[config.mk]
export PLATFORM = sky130hd
export DESIGN_NAME = vga_timing_gen
export DESIGN_NICKNAME = d
export VERILOG_FILES = /design/src/rtl/vga_timing_gen.sv
export SDC_FILE = /design/constraint.sdc
export NUM_CORES = 1
export LEC_CHECK = 0
export CELL_PAD_IN_SITES_DETAIL_PLACEMENT = 0
export CELL_PAD_IN_SITES_GLOBAL_PLACEMENT = 1
export CORE_ASPECT_RATIO = 0.7
export CORE_UTILIZATION = 39
export DETAILED_ROUTE_END_ITERATION = 10
export PLACE_DENSITY_LB_ADDON = 0.05
export SLEW_MARGIN = 25
export SYNTH_ARGS = -nofsm -noshare
export SYNTH_HDL_FRONTEND = slang
export SYNTH_SLANG_ARGS = --single-unit
[constraint.sdc]
create_clock -name clk -period 1.9 [get_ports clk]
set_input_delay 0.38 -clock clk [delete_from_list [all_inputs] [get_ports clk]]
set_output_delay 0.38 -clock clk [all_outputs]
set_load 0.01 [all_outputs]
[src/rtl/vga_timing_gen.sv]
// vga_timing_gen
//   Parametrised raster timing generator. Free-running h/v counters (stage 0)
//   feed a one-register coordinate stage (x, y, addr_vld) and a LEAD+1 deep
//   strobe pipeline (hsync, vsync, de, line_start, frame_start). This lets
//   the coordinates lead the video strobes by LEAD cycles, so a fetch pipeline
//   of that depth lands its data on de.
//
// Ports
//   clk          in   pixel clock
//   rst          in   asynchronous active-high reset
//   en           in   run enable; low clears the raster and flushes pipelines
//   hsync        out  horizontal sync (active level H_POL)
//   vsync        out  vertical sync (active level V_POL)
//   de           out  visible-region strobe
//   line_start   out  pulse at h = 0, aligned with de
//   frame_start  out  pulse at (h, v) = (0, 0), aligned with de
//   addr_vld     out  coordinate valid, LEAD cycles ahead of de
//   x, y         out  active pixel column / line, 0 outside the active region
module vga_timing_gen #(
  parameter int unsigned H_SYNC   = 128,
  parameter int unsigned H_BACK   = 88,
  parameter int unsigned H_ACTIVE = 800,
  parameter int unsigned H_FRONT  = 40,
  parameter int unsigned V_SYNC   = 4,
  parameter int unsigned V_BACK   = 23,
  parameter int unsigned V_ACTIVE = 600,
  parameter int unsigned V_FRONT  = 1,
  parameter bit          H_POL    = 1'b0,
  parameter bit          V_POL    = 1'b0,
  parameter int unsigned LEAD     = 1,
  parameter int unsigned CNT_W    = 12
) (
  input  logic             clk,
  input  logic             rst,
  input  logic             en,
  output logic             hsync,
  output logic             vsync,
  output logic             de,
  output logic             line_start,
  output logic             frame_start,
  output logic             addr_vld,
  output logic [CNT_W-1:0] x,
  output logic [CNT_W-1:0] y
);

  localparam int unsigned H_TOTAL   = H_SYNC + H_BACK + H_ACTIVE + H_FRONT;
  localparam int unsigned V_TOTAL   = V_SYNC + V_BACK + V_ACTIVE + V_FRONT;
  localparam int unsigned H_ACT_BEG = H_SYNC + H_BACK;
  localparam int unsigned H_ACT_END = H_SYNC + H_BACK + H_ACTIVE;
  localparam int unsigned V_ACT_BEG = V_SYNC + V_BACK;
  localparam int unsigned V_ACT_END = V_SYNC + V_BACK + V_ACTIVE;

  localparam logic [CNT_W-1:0] H_LAST = CNT_W'(H_TOTAL - 1);
  localparam logic [CNT_W-1:0] V_LAST = CNT_W'(V_TOTAL - 1);
  localparam logic [CNT_W-1:0] ONE    = CNT_W'(1);
  localparam logic [CNT_W-1:0] H_OFS  = CNT_W'(H_ACT_BEG);
  localparam logic [CNT_W-1:0] V_OFS  = CNT_W'(V_ACT_BEG);

  // Strobe vector layout: {hsync, vsync, de, line_start, frame_start}
  localparam logic [4:0] V_IDLE = {~H_POL, ~V_POL, 3'b000};

  logic [CNT_W-1:0] h, v;
  logic [31:0]      hh, vv;
  logic             h_act, v_act, act;
  logic             hs_act, vs_act;
  logic [4:0]       s0;
  logic [CNT_W-1:0] x_nxt, y_nxt;
  logic [4:0]       vpipe [0:LEAD];

  // Stage 0: raster counters
  always_ff @(posedge clk or posedge rst) begin
    if (rst) begin
      h <= '0;
      v <= '0;
    end else if (!en) begin
      h <= '0;
      v <= '0;
    end else if (h == H_LAST) begin
      h <= '0;
      v <= (v == V_LAST) ? '0 : v + ONE;
    end else begin
      h <= h + ONE;
    end
  end

  // Region decode on the current counter position. Comparisons are done in
  // 32 bits so an active region ending exactly at 2^CNT_W cannot alias to 0.
  always_comb begin
    hh     = 32'(h);
    vv     = 32'(v);
    h_act  = (hh >= H_ACT_BEG) && (hh < H_ACT_END);
    v_act  = (vv >= V_ACT_BEG) && (vv < V_ACT_END);
    act    = h_act && v_act;
    hs_act = hh < H_SYNC;
    vs_act = vv < V_SYNC;
    s0     = {hs_act ? H_POL : ~H_POL,
              vs_act ? V_POL : ~V_POL,
              act,
              h == '0,
              (h == '0) && (v == '0)};
    x_nxt  = act ? h - H_OFS : '0;
    y_nxt  = act ? v - V_OFS : '0;
  end

  // Stage A: coordinates, one register after the counters
  always_ff @(posedge clk or posedge rst) begin
    if (rst) begin
      addr_vld <= 1'b0;
      x        <= '0;
      y        <= '0;
    end else if (!en) begin
      addr_vld <= 1'b0;
      x        <= '0;
      y        <= '0;
    end else begin
      addr_vld <= act;
      x        <= x_nxt;
      y        <= y_nxt;
    end
  end

  // Stage V: strobes delayed LEAD+1 registers after the counters
  always_ff @(posedge clk or posedge rst) begin
    if (rst) begin
      for (int unsigned i = 0; i <= LEAD; i++) vpipe[i] <= V_IDLE;
    end else if (!en) begin
      for (int unsigned i = 0; i <= LEAD; i++) vpipe[i] <= V_IDLE;
    end else begin
      vpipe[0] <= s0;
      for (int unsigned i = 1; i <= LEAD; i++) vpipe[i] <= vpipe[i-1];
    end
  end

  assign {hsync, vsync, de, line_start, frame_start} = vpipe[LEAD];

endmodule

After elaboration in Yosys (flattened, before gate mapping). Cells that the tools add are included.

Add/sub/neg operators: 4. Magnitude comparators: 6. Equal/unequal tests: 3. Mux-type cells: 13. Reductions and logical operators: 6.

Operators by type and width (count): 12-bit 2-to-1 mux (9); 12-bit by 1-bit adder with 12-bit output (second input constant) (2); 12-bit zero test (2); 12-bit by 10-bit < comparator with 1-bit output (second input constant) (2); 12-bit by 10-bit == test with 1-bit output (second input constant) (1); 12-bit by 11-bit == test with 1-bit output (second input constant) (1); 12-bit by 5-bit >= comparator with 1-bit output (second input constant) (1); 12-bit by 8-bit >= comparator with 1-bit output (second input constant) (1); 12-bit by 3-bit < comparator with 1-bit output (second input constant) (1); 12-bit by 8-bit < comparator with 1-bit output (second input constant) (1); 12-bit by 5-bit subtractor with 12-bit output (second input constant) (1); 12-bit by 8-bit subtractor with 12-bit output (second input constant) (1); 10-bit 2-to-1 mux (1); 1-bit logical AND (4); 1-bit 2-to-1 mux (3); 2-bit by 1-bit != test with 1-bit output (second input constant) (1).

Flip-flop bits (word level): 59. Input port bits: 3. Output and inout bits: 30. Logic and storage cells: 39.

Logic depth before layout (Yosys ltp). Gate-level depths: netlist (run 1).

Depth after elaboration: 5. Depth in mapped cells: 7.

Worst setup path after synthesis (run 1). Ideal clock, no wire load.

Kind: flip-flop to flip-flop. From: register v[0]. To: register y[2]. Setup time: 136 ps. Arrival: 1706 ps. Data required time: 1764 ps. Path slack: 58 ps. Cell stages (with the launch flop): 8. Buffers on the path: 2. Path through: dfrtp_1 > ha_1 > clkbuf_1 > o211a_1 > nand3b_1 > o211ai_1 > clkbuf_1 > nor3_1.

Longest elaborated chain between the ends: 5.

RTL lines: start, declared (RTL line 62) `logic [CNT_W-1:0] h, v;`; start signal, assigned (RTL line 80) `v <= (v == V_LAST) ? '0 : v + ONE;`; 12-bit by 5-bit >= comparator with 1-bit output or 12-bit by 10-bit < comparator with 1-bit output (tied branches) (RTL line 92) `v_act = (vv >= V_ACT_BEG) && (vv < V_ACT_END);`; 1-bit logical AND (RTL line 92); 1-bit logical AND (RTL line 93) `act = h_act && v_act;`; 12-bit 2-to-1 mux (*) (RTL line 102) `y_nxt = act ? v - V_OFS : '0;`; 12-bit 2-to-1 mux (*) (RTL line 111) `end else if (!en) begin`; end signal, assigned (RTL line 118) `y <= y_nxt;`; end, declared (RTL line 43) `output logic [CNT_W-1:0] y`.

Mark *: on every way between the ends. The rest lies on a longest branch, timed or not. A chain may end at the register's enable or synchronous reset.

Worst setup path after layout (run 1).
From: register v[8]. To: register v[10].

Longest elaborated chain between the ends: 4.

RTL lines: 12-bit by 1-bit adder with 12-bit output or 12-bit by 10-bit == test with 1-bit output (tied branches) (RTL line 80); 12-bit 2-to-1 mux (*) (RTL line 80); 12-bit 2-to-1 mux (*) (RTL line 78) `end else if (h == H_LAST) begin`; 12-bit 2-to-1 mux (*) (RTL line 75) `end else if (!en) begin`.

Mark *: on every way between the ends. The rest lies on a longest branch, timed or not. The select of a mux whose other input is x is not followed.

==> key figures, run 1 <==
Pwr
  • Internal cell power: between 2 and 2.5 mW
  • Max IR drop VDD: 0.485 mV
  • Switch Pwr: 0.638 mW
  • Tot Pwr: 2.73 mW
  • Leak pwr: approximately 1.7 nW
  • Combinational cell fraction of total power: 8.5%
  • Switching Fraction: 23.4%
  • Seq pwr share: approximately 47%
  • Power per cell area: 740 nW/um^2
  • Clock power frac: 44.7%

Detailed routing
  • 1st-iter DRT viols: 100
  • DR WL/cell: 14.9 um
  • Final WL: around 6.5 mm
  • Drt pass-1 iters: 4
  • Routed via count: approximately 2200
  • ANT nets after route: 0
  • DRC: 0
  • Vias per cell: 5.05

Run status
  • Failing checks: negative setup slack
  • Status: finished, violations left

Layout
  • Register area: ~1500 um^2
  • Final nets: 350
  • Layout cells sized above 1: 19.4%
  • Area Overhead vs Synth: 32.1%
  • Post-layout util: between 50% and 60%
  • Multi-input logic area: about 1200 um^2
  • FILL cells: 638
  • Diodes inserted: 0

Worst setup path
  • Worst R2R End: v[10]$_DFFE_PP0P_
  • Setup crit end kind: flip-flop
  • Kind of critical path: reg -> reg
  • CP Launch Type: flip-flop
  • Worst EP required: roughly 2.1 ns
  • Flop-to-flop setup slack: -0.01 ns
  • Worst r2r src: v[8]$_DFFE_PP0P_
  • Data arrival time of the worst path: 2.14 ns
  • Worst reg-to-reg path cell count: 5
  • CP Cell Sequence: or4_4 > o31ai_4 > buf_4 > o21ai_1 > a22o_1
  • CP max stage cell: or4_4
  • CP Max Fanout: 4
  • CP max stage delay: about 0.56 ns

GRT
  • First-pass GRT wire length: around 11 mm
  • Total GRT Usage: 20.0%
  • Number of global-route vias before repair: 2076
  • Pin count of the biggest net entering global routing: 25
  • Total congestion overflow: 0
  • Initial antenna violation count: 0

Synth
  • Synth Area in Compound Gates: 10.3%
  • Synth Area in XOR/XNOR: 7.52%
  • Post-synth cell types: 43
  • Post-synth top cells: dfrtp_1, nor3_1, nor2_1
  • Seq/Total Area, Yosys: a little over half
  • Post-synthesis simple-gate area fraction: 21.7%
  • Ys flop type: dfrtp_1
  • Net Count, Synth: 288
  • Cells after Synth: 280
  • Synth async-reset ratio: 100%
  • Synth Register Bits: just under 60
  • Main combinational cell family by area after synthesis: simple AND/OR/NAND/NOR gates
  • Most common cell in the synthesized netlist: dfrtp_1
  • Area leader, netlist: dfrtp_1
  • Mapped cell area: 2800 um^2
  • Warnings from Yosys: 0
  • Post-synth EDFFs: 0
  • Synth Area in Adders: 2.24%
  • Mux cell area share after synthesis: 0.358%
  • Area contributors post-synth: dfrtp_1, xor2_1, nor3_1
  • Post-synth top area share: 48.3%
  • Avg Cell Area, Syn: 9.98 um^2

Timing
  • Slew Viols, Final: 0
  • Final WS setup: -0.0126 ns
  • F_max: around 520 MHz
  • Min Tclk post-route: ~1.9 ns
  • Fin crit share: 101%
  • Fin Setup TNS: -0.0126 ns
  • Worst Skew: a little under 0.009 ns
  • Worst hold margin: ~0.35 ns
  • Unrepaired setup endpoints after global routing: true
  • Final setup fails: 1
  • Final hold violations: 0

CTS
  • Clk_lat worst skew: 0.34 ns
  • CTS HTree Levels: 3
  • Root buffer cell: clkbuf_8
  • Clock Path Buffers: 2
  • Total CTS buffers: 9
  • Worst-path clk slew: 0.07 ns
  • TritonCTS clock tree: built
  • Hold Buf Count CTS: 0
  • CTS Sinks: 58

Floorplan
  • Die height: 72.8 um
  • Die width: 103 um
  • Core Region: 6850 um^2
  • Starting Density: 40.8%
  • DIE AREA: between 7000 and 8000 um^2
  • I/O pin count: 33
  • FP Rows: 25

Place
  • RD Place Congestion: 0.830
  • Post-DP HPWL: roughly 4.8 mm
  • Number of port buffers: 32

Flow run
  • MaxCap Viol Count: 0

Hold path
  • Worst hold path class: in -> async
==> cell type report <==
| cell class | count | area share, % |
|---|---|---|
| flip-flops and latches | 58 | 39.5 |
| repair buffers | 73 | 18.1 |
| multi-input cells | 187 | 32.3 |
| clock inverters | 6 | 2.24 |
| inverters | 13 | 1.32 |
| clock buffers | 9 | 3.36 |
| well taps | 94 | 3.19 |
==> power by group through the flow <==
stage | registers (mW) | clock network [mW] | logic (mW)
floorplan | 1.30 | 0 | 0.132
global placement | 1.30 | 0 | 0.231
detailed placement | 1.30 | 0 | 0.233
CTS | 1.28 | 1.25 | 0.233
global route | 1.28 | 1.30 | 0.260
finish | 1.28 | 1.22 | 0.233
==> logic make-up (layout without fill, tap and decap cells) <==
logic type,count (synthesis),after routing
xor+xnor,24,24
compound gates,41,41
buf+inv,35,101
flops,58,58
other cells,1,1
simple gates,115,115
fa+ha+maj,5,5
mux,1,1
==> sequential cells by signal (all words and copies together), names as in the netlist <==
signal / count
de: 1
vpipe: 5
y: 12
h: 12
x: 12
v: 12
hsync: 1
frame_start: 1
vsync: 1
line_start: 1
==> what timing repair did <==
item	in CTS	in global routing
gates resized for setup	0	3
setup endpoints to repair	1	20
pin swaps	1	5
buffers inserted	0	3
==> worst max-delay path by stage <==
stage	from	endpoint	slack, ns
floorplan	v[0]$_DFFE_PP0P_	y[2]$_DFF_PP0_	0.06
global placement	en	x[5]$_DFF_PP0_	0.01
detailed placement	en	x[5]$_DFF_PP0_	-0.12
CTS	v[7]$_DFFE_PP0P_	v[7]$_DFFE_PP0P_	0.04
global route	v[8]$_DFFE_PP0P_	v[10]$_DFFE_PP0P_	-0.04
finish	v[8]$_DFFE_PP0P_	v[10]$_DFFE_PP0P_	-0.01
==> layout by cell type (no fill, tap or decap), types with 9 or more instances in the layout <==
| cell type | count |
|---|---|
| nor2_1 | 28 |
| nand2_1 | 10 |
| clkdlybuf4s50_1 | 32 |
| dfrtp_1 | 54 |
| clkbuf_8 | 9 |
| xor2_1 | 19 |
| inv_1 | 12 |
| buf_4 | 37 |
| nor3_1 | 32 |
| nand3_1 | 12 |
==> through the flow <==
step	area, um^2	setup slack [ns]	cells
3_3_place_gp	3450	0.0130	422
6_report	3690	-0.0126	440
2_1_floorplan	2800	0.0579	280
4_1_cts	3650	0.0430	437
5_1_grt	3690	-0.0381	440
3_5_place_dp	3450	-0.123	422
==> worst max-delay path: cells and delay by family, from the launching register on <==
| family | cells | cell delay [ns] |
|---|---|---|
| buf+inv | 1 | 0.19 |
| flops | 1 | 0.38 |
| simple gates | 1 | 0.56 |
| compound gates | 3 | 0.67 |
==> per-layer routing <==
metal	vias to the layer above	track usage, %	part of all wire, %
met4	0	7.04	1.2
met5	-	0	0
met1	1059	31.2	56
li1	1106	-	-
met2	47	25.6	39
met3	8	5.65	4.4
Power figures use the tool's default switching activity.
==> inputs of run 2 (changes only) <==
--- a/config.mk
+++ b/config.mk
@@ -13,2 +13,3 @@
 export PLACE_DENSITY_LB_ADDON = 0.05
+export RECOVER_POWER = 25
 export SLEW_MARGIN = 25
==> constraint.sdc (replaced) <==
create_clock -name clk -period 1.9 [get_ports clk]
set_input_delay 0.475 -clock clk [delete_from_list [all_inputs] [get_ports clk]]
set_output_delay 0.475 -clock clk [all_outputs]
set_load 0.01 [all_outputs]
==> run 2 against run 1 <==
  * The run now ends clean
  * Core utilization unchanged
  * Clock power is 4% higher
  * Global-route usage fell by 0.20 points
  * Highest routed layer unchanged
  * Total power up 1.3%
  * First-iteration DRC count is 46% higher
  * Critical path depth unchanged
  * Sequential power is essentially flat
  * Wire length shrank 0.55%
  * Largest power group unchanged
  * Critical endpoint unchanged
  * Clock skew barely moved
  * Worst setup slack gained 0.058 ns
==> key figures, run 2 (synthesis gave the netlist of run 1 again) <==
Layout
  • Area Overhead vs Synth: 32.1%
  • Post-layout util: 53.9%
  • Multi-input logic area: 1190 um^2
  • Most frequent cells in the layout: dfrtp_1, buf_4, nor3_1, clkdlybuf4s50_1, nor2_1
  • Commonest non-fill, non-tap cell in the layout: dfrtp_1
  • Layout Cells excl Fill: 443
  • Layout cells sized above 1: around a fifth
  • Final nets: 352
  • Register area: roughly 1500 um^2
  • FILL cells: 639
  • Diodes inserted: 0

GRT
  • Initial antenna violation count: 0
  • Total congestion overflow: 0
  • Pin count of the biggest net entering global routing: 59
  • Number of global-route vias before repair: 2023
  • Total GRT Usage: 19.8%
  • First-pass GRT wire length: 10.9 mm

Floorplan
  • DIE AREA: 7510 um^2
  • I/O pin count: 33
  • FP Rows: 25
  • Die height: 72.8 um
  • Die width: 103 um
  • Core Region: 6850 um^2
  • Starting Density: roughly two fifths

Detailed routing
  • DR WL/cell: between 10 and 15 um
  • ANT nets after route: 0
  • Vias per cell: approximately 5
  • 1st-iter DRT viols: 146
  • DRC: 0
  • Final WL: ~6.5 mm
  • Drt pass-1 iters: 4
  • Routed via count: 2232

Pwr
  • Seq pwr share: 46.3%
  • Combinational cell fraction of total power: 8.0%
  • Max IR drop VDD: 0.447 mV
  • Switching Fraction: 23.0%
  • Clock power frac: 45.8%
  • Internal cell power: 2.13 mW
  • Switch Pwr: ~0.64 mW
  • Leak pwr: 1.68 nW
  • Power per cell area: ~750 nW/um^2

Timing
  • Slew Viols, Final: 0
  • Unrepaired setup endpoints after global routing: true
  • F_max: 539 MHz
  • Worst Max-Slew Pin Slew: 0.779 ns
  • Final hold violations: 0
  • Fin Setup TNS: 0 ns
  • Fin crit share: 97.6%
  • Worst Skew: between 0.008 and 0.009 ns
  • Final setup fails: 0
  • Min Tclk post-route: 1.86 ns
  • Max_slew headroom: about half

Worst setup path
  • Worst reg-to-reg path cell count: 5
  • Worst EP required: 2.12 ns
  • CP Launch Type: flip-flop
  • Setup crit end kind: flip-flop
  • CP Max Fanout: 4
  • Data arrival time of the worst path: 2.07 ns
  • Kind of critical path: reg -> reg

CTS
  • Hold Buf Count CTS: 0
  • TritonCTS clock tree: built
  • Total CTS buffers: 9
  • CTS Sinks: 58
  • Worst-path clk slew: 0.06 ns
  • CTS HTree Levels: 3
  • Clock Path Buffers: 2
  • Root buffer cell: clkbuf_8
  • Clk_lat worst skew: 0.33 ns

Place
  • RD Place Congestion: 0.817
  • Number of port buffers: 32
  • Cell count after placement: between 400 and 500
  • Post-DP HPWL: 4.61 mm

Hold path
  • Hold Path Cell Cnt: 1
  • Worst hold path class: reg -> reg

Run status
  • Status: finished clean

Flow run
  • MaxCap Viol Count: 0
-- run 2: final cells by class --
type                    instances  area share (%)
clock buffers                  11            3.83
repair buffers                 75            17.9
flip-flops and latches         58            39.5
inverters                      13            1.32
well taps                      94            3.19
clock inverters                 5            2.10
multi-input cells             187            32.2
-- run 2: critical path, stage by stage, from the launching register on --
cell	delay, ns
dfrtp_1	0.38
or4_4	0.56
o31ai_4	0.30
buf_4	0.19
o21ai_1	0.06
a22o_1	0.24
-- run 2: power groups by stage --
| stage | clock network (mW) | registers, mW | logic, mW |
|---|---|---|---|
| detailed placement | 0 | 1.30 | 0.226 |
| floorplan | 0 | 1.30 | 0.132 |
| global placement | 0 | 1.30 | 0.227 |
| global route | 1.36 | 1.28 | 0.250 |
| finish | 1.27 | 1.28 | 0.221 |
| CTS | 1.30 | 1.28 | 0.227 |
-- run 2: through the flow --
step | hold WS [ns] | setup slack (ns) | power (mW) | instance area, um^2
final | 0.455 | 0.0450 | 2.77 | 3690
after global routing | 0.467 | -0.0280 | 2.89 | 3690
after CTS | 0.455 | 0.0354 | 2.81 | 3680
after detailed placement | 0.440 | -0.181 | 1.53 | 3460
after global placement | 0.440 | -0.0941 | 1.53 | 3460
after floorplan | 0.434 | 0.00363 | 1.43 | 2800
-- run 2: routing by layer --
| metal | part of all wire (%) | global-route usage, % | vias to the layer above | routed length (um) |
|---|---|---|---|---|
| met3 | 5.0 | 5.65 | 5 | 324 |
| met4 | 0.85 | 6.57 | 0 | 55 |
| met1 | 56 | 31.3 | 1056 | 3640 |
| li1 | - | - | 1112 | - |
| met2 | 38 | 25.0 | 59 | 2490 |
| met5 | 0 | 0 | - | 0 |
-- run 2: final timing paths --
path                                    start                     to  slack (ns)
min in group asynchronous                 rst        y[10]$_DFF_PP0_        0.84
max in group asynchronous                 rst         y[3]$_DFF_PP0_        0.55
hold / removal             vpipe[5]$_DFF_PP0_  frame_start$_DFF_PP0_        0.46
setup reg to reg             v[7]$_DFFE_PP0P_      v[10]$_DFFE_PP0P_        0.04
hold reg to reg            vpipe[5]$_DFF_PP0_  frame_start$_DFF_PP0_        0.46
setup / recovery             v[7]$_DFFE_PP0P_      v[10]$_DFFE_PP0P_        0.04
-- run 2: what timing repair did --
| item | 4_1_cts | 5_1_grt |
|---|---|---|
| gates resized for setup | 0 | 3 |
| buffers inserted | 0 | 2 |
| setup endpoints to repair | 2 | 10 |
| pin swaps | 1 | 2 |
==> inputs of run 3 (changes only) <==
Settings changed: CORE_UTILIZATION 39 to 41, CTS_BUF_LIST set to sky130_fd_sc_hd__clkbuf_4, CTS_CLUSTER_SIZE set to 8.
==> run 3 against run 2 <==
  * Total power shrank 0.44%
  * Wire length down 1.5%
  * Sequential cell count is the same
  * Global-route usage up 0.45 points
  * Worst setup slack improved by 0.029 ns
  * Register-to-register slack better by 0.03 ns
  * Die area decreased by 4.8%
  * First-iteration DRC count is 29% lower
  * Largest power group unchanged
==> key figures, run 3 (synthesis gave the netlist of run 1 again) <==
Place
  • Number of port buffers: 32
  • RD Place Congestion: 0.800
  • Post-DP HPWL: 4.48 mm
  • Pre-CTS WS: -0.212 ns
  • Cell count after placement: around 400

Detailed routing
  • DR WL/cell: about 15 um
  • 1st-iter DRT viols: 103
  • Final WL: 6.41 mm
  • Drt pass-1 iters: 4
  • DRC: 0
  • Vias per cell: 5.08
  • ANT nets after route: 0
  • Routed via count: 2184

Timing
  • F_max: about 550 MHz
  • Max_slew headroom: about half
  • Worst Max-Slew Pin Slew: 0.773 ns
  • Min Tclk post-route: roughly 1.8 ns
  • Final hold violations: 0
  • Final setup fails: 0
  • Slew Viols, Final: 0
  • Fin crit share: 96.1%
  • Worst Skew: 0.0167 ns
  • Final WS setup: 0.0743 ns
  • Unrepaired setup endpoints after global routing: false

CTS
  • Root buffer cell: clkbuf_4
  • Total CTS buffers: 9
  • CTS HTree Levels: 3
  • Clk_lat worst skew: around 0.41 ns
  • CTS Sinks: 58
  • Worst-path clk slew: between 0.1 and 0.15 ns
  • Hold Buf Count CTS: 0
  • TritonCTS clock tree: built
  • Clock Path Buffers: 2

Floorplan
  • FP Rows: 24
  • Die width: 101 um
  • I/O pin count: 33
  • Die height: roughly 71 um
  • Core Region: roughly 6400 um^2
  • DIE AREA: 7160 um^2
  • Starting Density: a little over two fifths

Worst setup path
  • CP Launch Type: flip-flop
  • Setup crit end kind: flip-flop
  • Data arrival time of the worst path: approximately 2.1 ns
  • Kind of critical path: reg -> reg
  • CP Max Fanout: 7
  • Worst EP required: about 2.2 ns

Layout
  • Most frequent cells in the layout: dfrtp_1, nor3_1, clkdlybuf4s50_1, buf_4, nor2_1
  • Area Overhead vs Synth: 29.8%
  • Diodes inserted: 0
  • Layout cells sized above 1: 18.3%
  • Final nets: 342
  • Commonest non-fill, non-tap cell in the layout: dfrtp_1
  • Layout Cells excl Fill: 430

GRT
  • Number of global-route vias before repair: 2064
  • Pin count of the biggest net entering global routing: just under 60
  • Initial antenna violation count: 0
  • First-pass GRT wire length: around 11 mm
  • Total GRT Usage: 20.2%
  • Total congestion overflow: 0

Pwr
  • Switching Fraction: 21.4%
  • Combinational cell fraction of total power: 7.9%
  • Clock power frac: a little under half
  • Leak pwr: 1.63 nW
  • Seq pwr share: 46.4%
  • Power per cell area: about 760 nW/um^2
  • Internal cell power: 2.16 mW
  • Max IR drop VDD: between 0.3 and 0.4 mV
  • Switch Pwr: about 0.59 mW

Run status
  • Status: finished clean

Hold path
  • Worst hold path class: reg -> reg

Flow run
  • MaxCap Viol Count: 0
## run 3: cell count changes in the layout (fill, tap and decap cells not counted), moves of 2 or more
cell,delta
clkbuf_4,+10
clkbuf_8,-10
bufinv_16,+2
nor4b_2,+2
buf_4,-11
dlygate4sd2_1,+2
nor4b_1,-2
## run 3: power groups by stage
stage	registers, mW	logic, mW	clock network [mW]
detailed placement	1.30	0.217	0
finish	1.28	0.218	1.26
global route	1.28	0.245	1.34
CTS	1.28	0.220	1.29
floorplan	1.30	0.132	0
global placement	1.30	0.216	0
## run 3: cell type report
type	instances	area (um^2)
clock buffers	10	75.1
clock inverters	6	129
fillers	576	2770
inverters	13	48.8
multi-input cells	187	1220
flip-flops and latches	58	1460
well taps	91	114
repair buffers	65	586
## run 3: final timing paths
check                                   startpoint                    to  slack, ns  cells past startpoint
worst min-delay path            vpipe[6]$_DFF_PP0_  line_start$_DFF_PP0_       0.48                      1
min in group asynchronous                      rst       y[10]$_DFF_PP0_       0.75                      3
worst min register to register  vpipe[6]$_DFF_PP0_  line_start$_DFF_PP0_       0.48                      1
worst max-delay path             v[10]$_DFFE_PP0P_      v[5]$_DFFE_PP0P_       0.07                      6
worst max register to register   v[10]$_DFFE_PP0P_      v[5]$_DFFE_PP0P_       0.07                      6
max in group asynchronous                      rst      v[3]$_DFFE_PP0P_       0.64                      3
## run 3: layer usage
layer  part of all wire [%]  GRT usage (%)  routed length (um)  vias to the layer above
met1                     54           30.5                3450                     1033
met4                    1.3           8.53                  86                        0
met5                      0              0                   0                        -
li1                       -              -                   -                     1089
met2                     40           26.0                2550                       55
met3                    5.1           6.82                 328                        7
## run 3: metrics by stage
stage	total power [mW]	cell area (um^2)	util [%]	TNS, ns	hold slack [ns]
after global routing	2.87	3630	56.7	0	0.491
after floorplan	1.43	2800	-	0	0.434
after CTS	2.79	3590	56.2	0	0.423
final	2.75	3630	56.7	0	0.476
after detailed placement	1.52	3370	52.7	-4.47	0.439
after global placement	1.52	3370	52.7	-2.51	0.445
## run 3: worst max-delay path, cell delays in order (launching register included)
cell and delay, ns:
dfrtp_1 0.39, or4_4 0.55, o31ai_4 0.22, buf_6 0.16, nor2_1 0.04, buf_4 0.16
a22o_1 0.19
## run 3: repair_timing
action / 4_1_cts / 5_1_grt
hold endpoints to repair: 0 / 0
gates resized for setup: 2 / 9
pin swaps: 1 / 2
setup endpoints to repair: 11 / 31
setup buffers: 3 / 0
gates cloned: 0 / 0
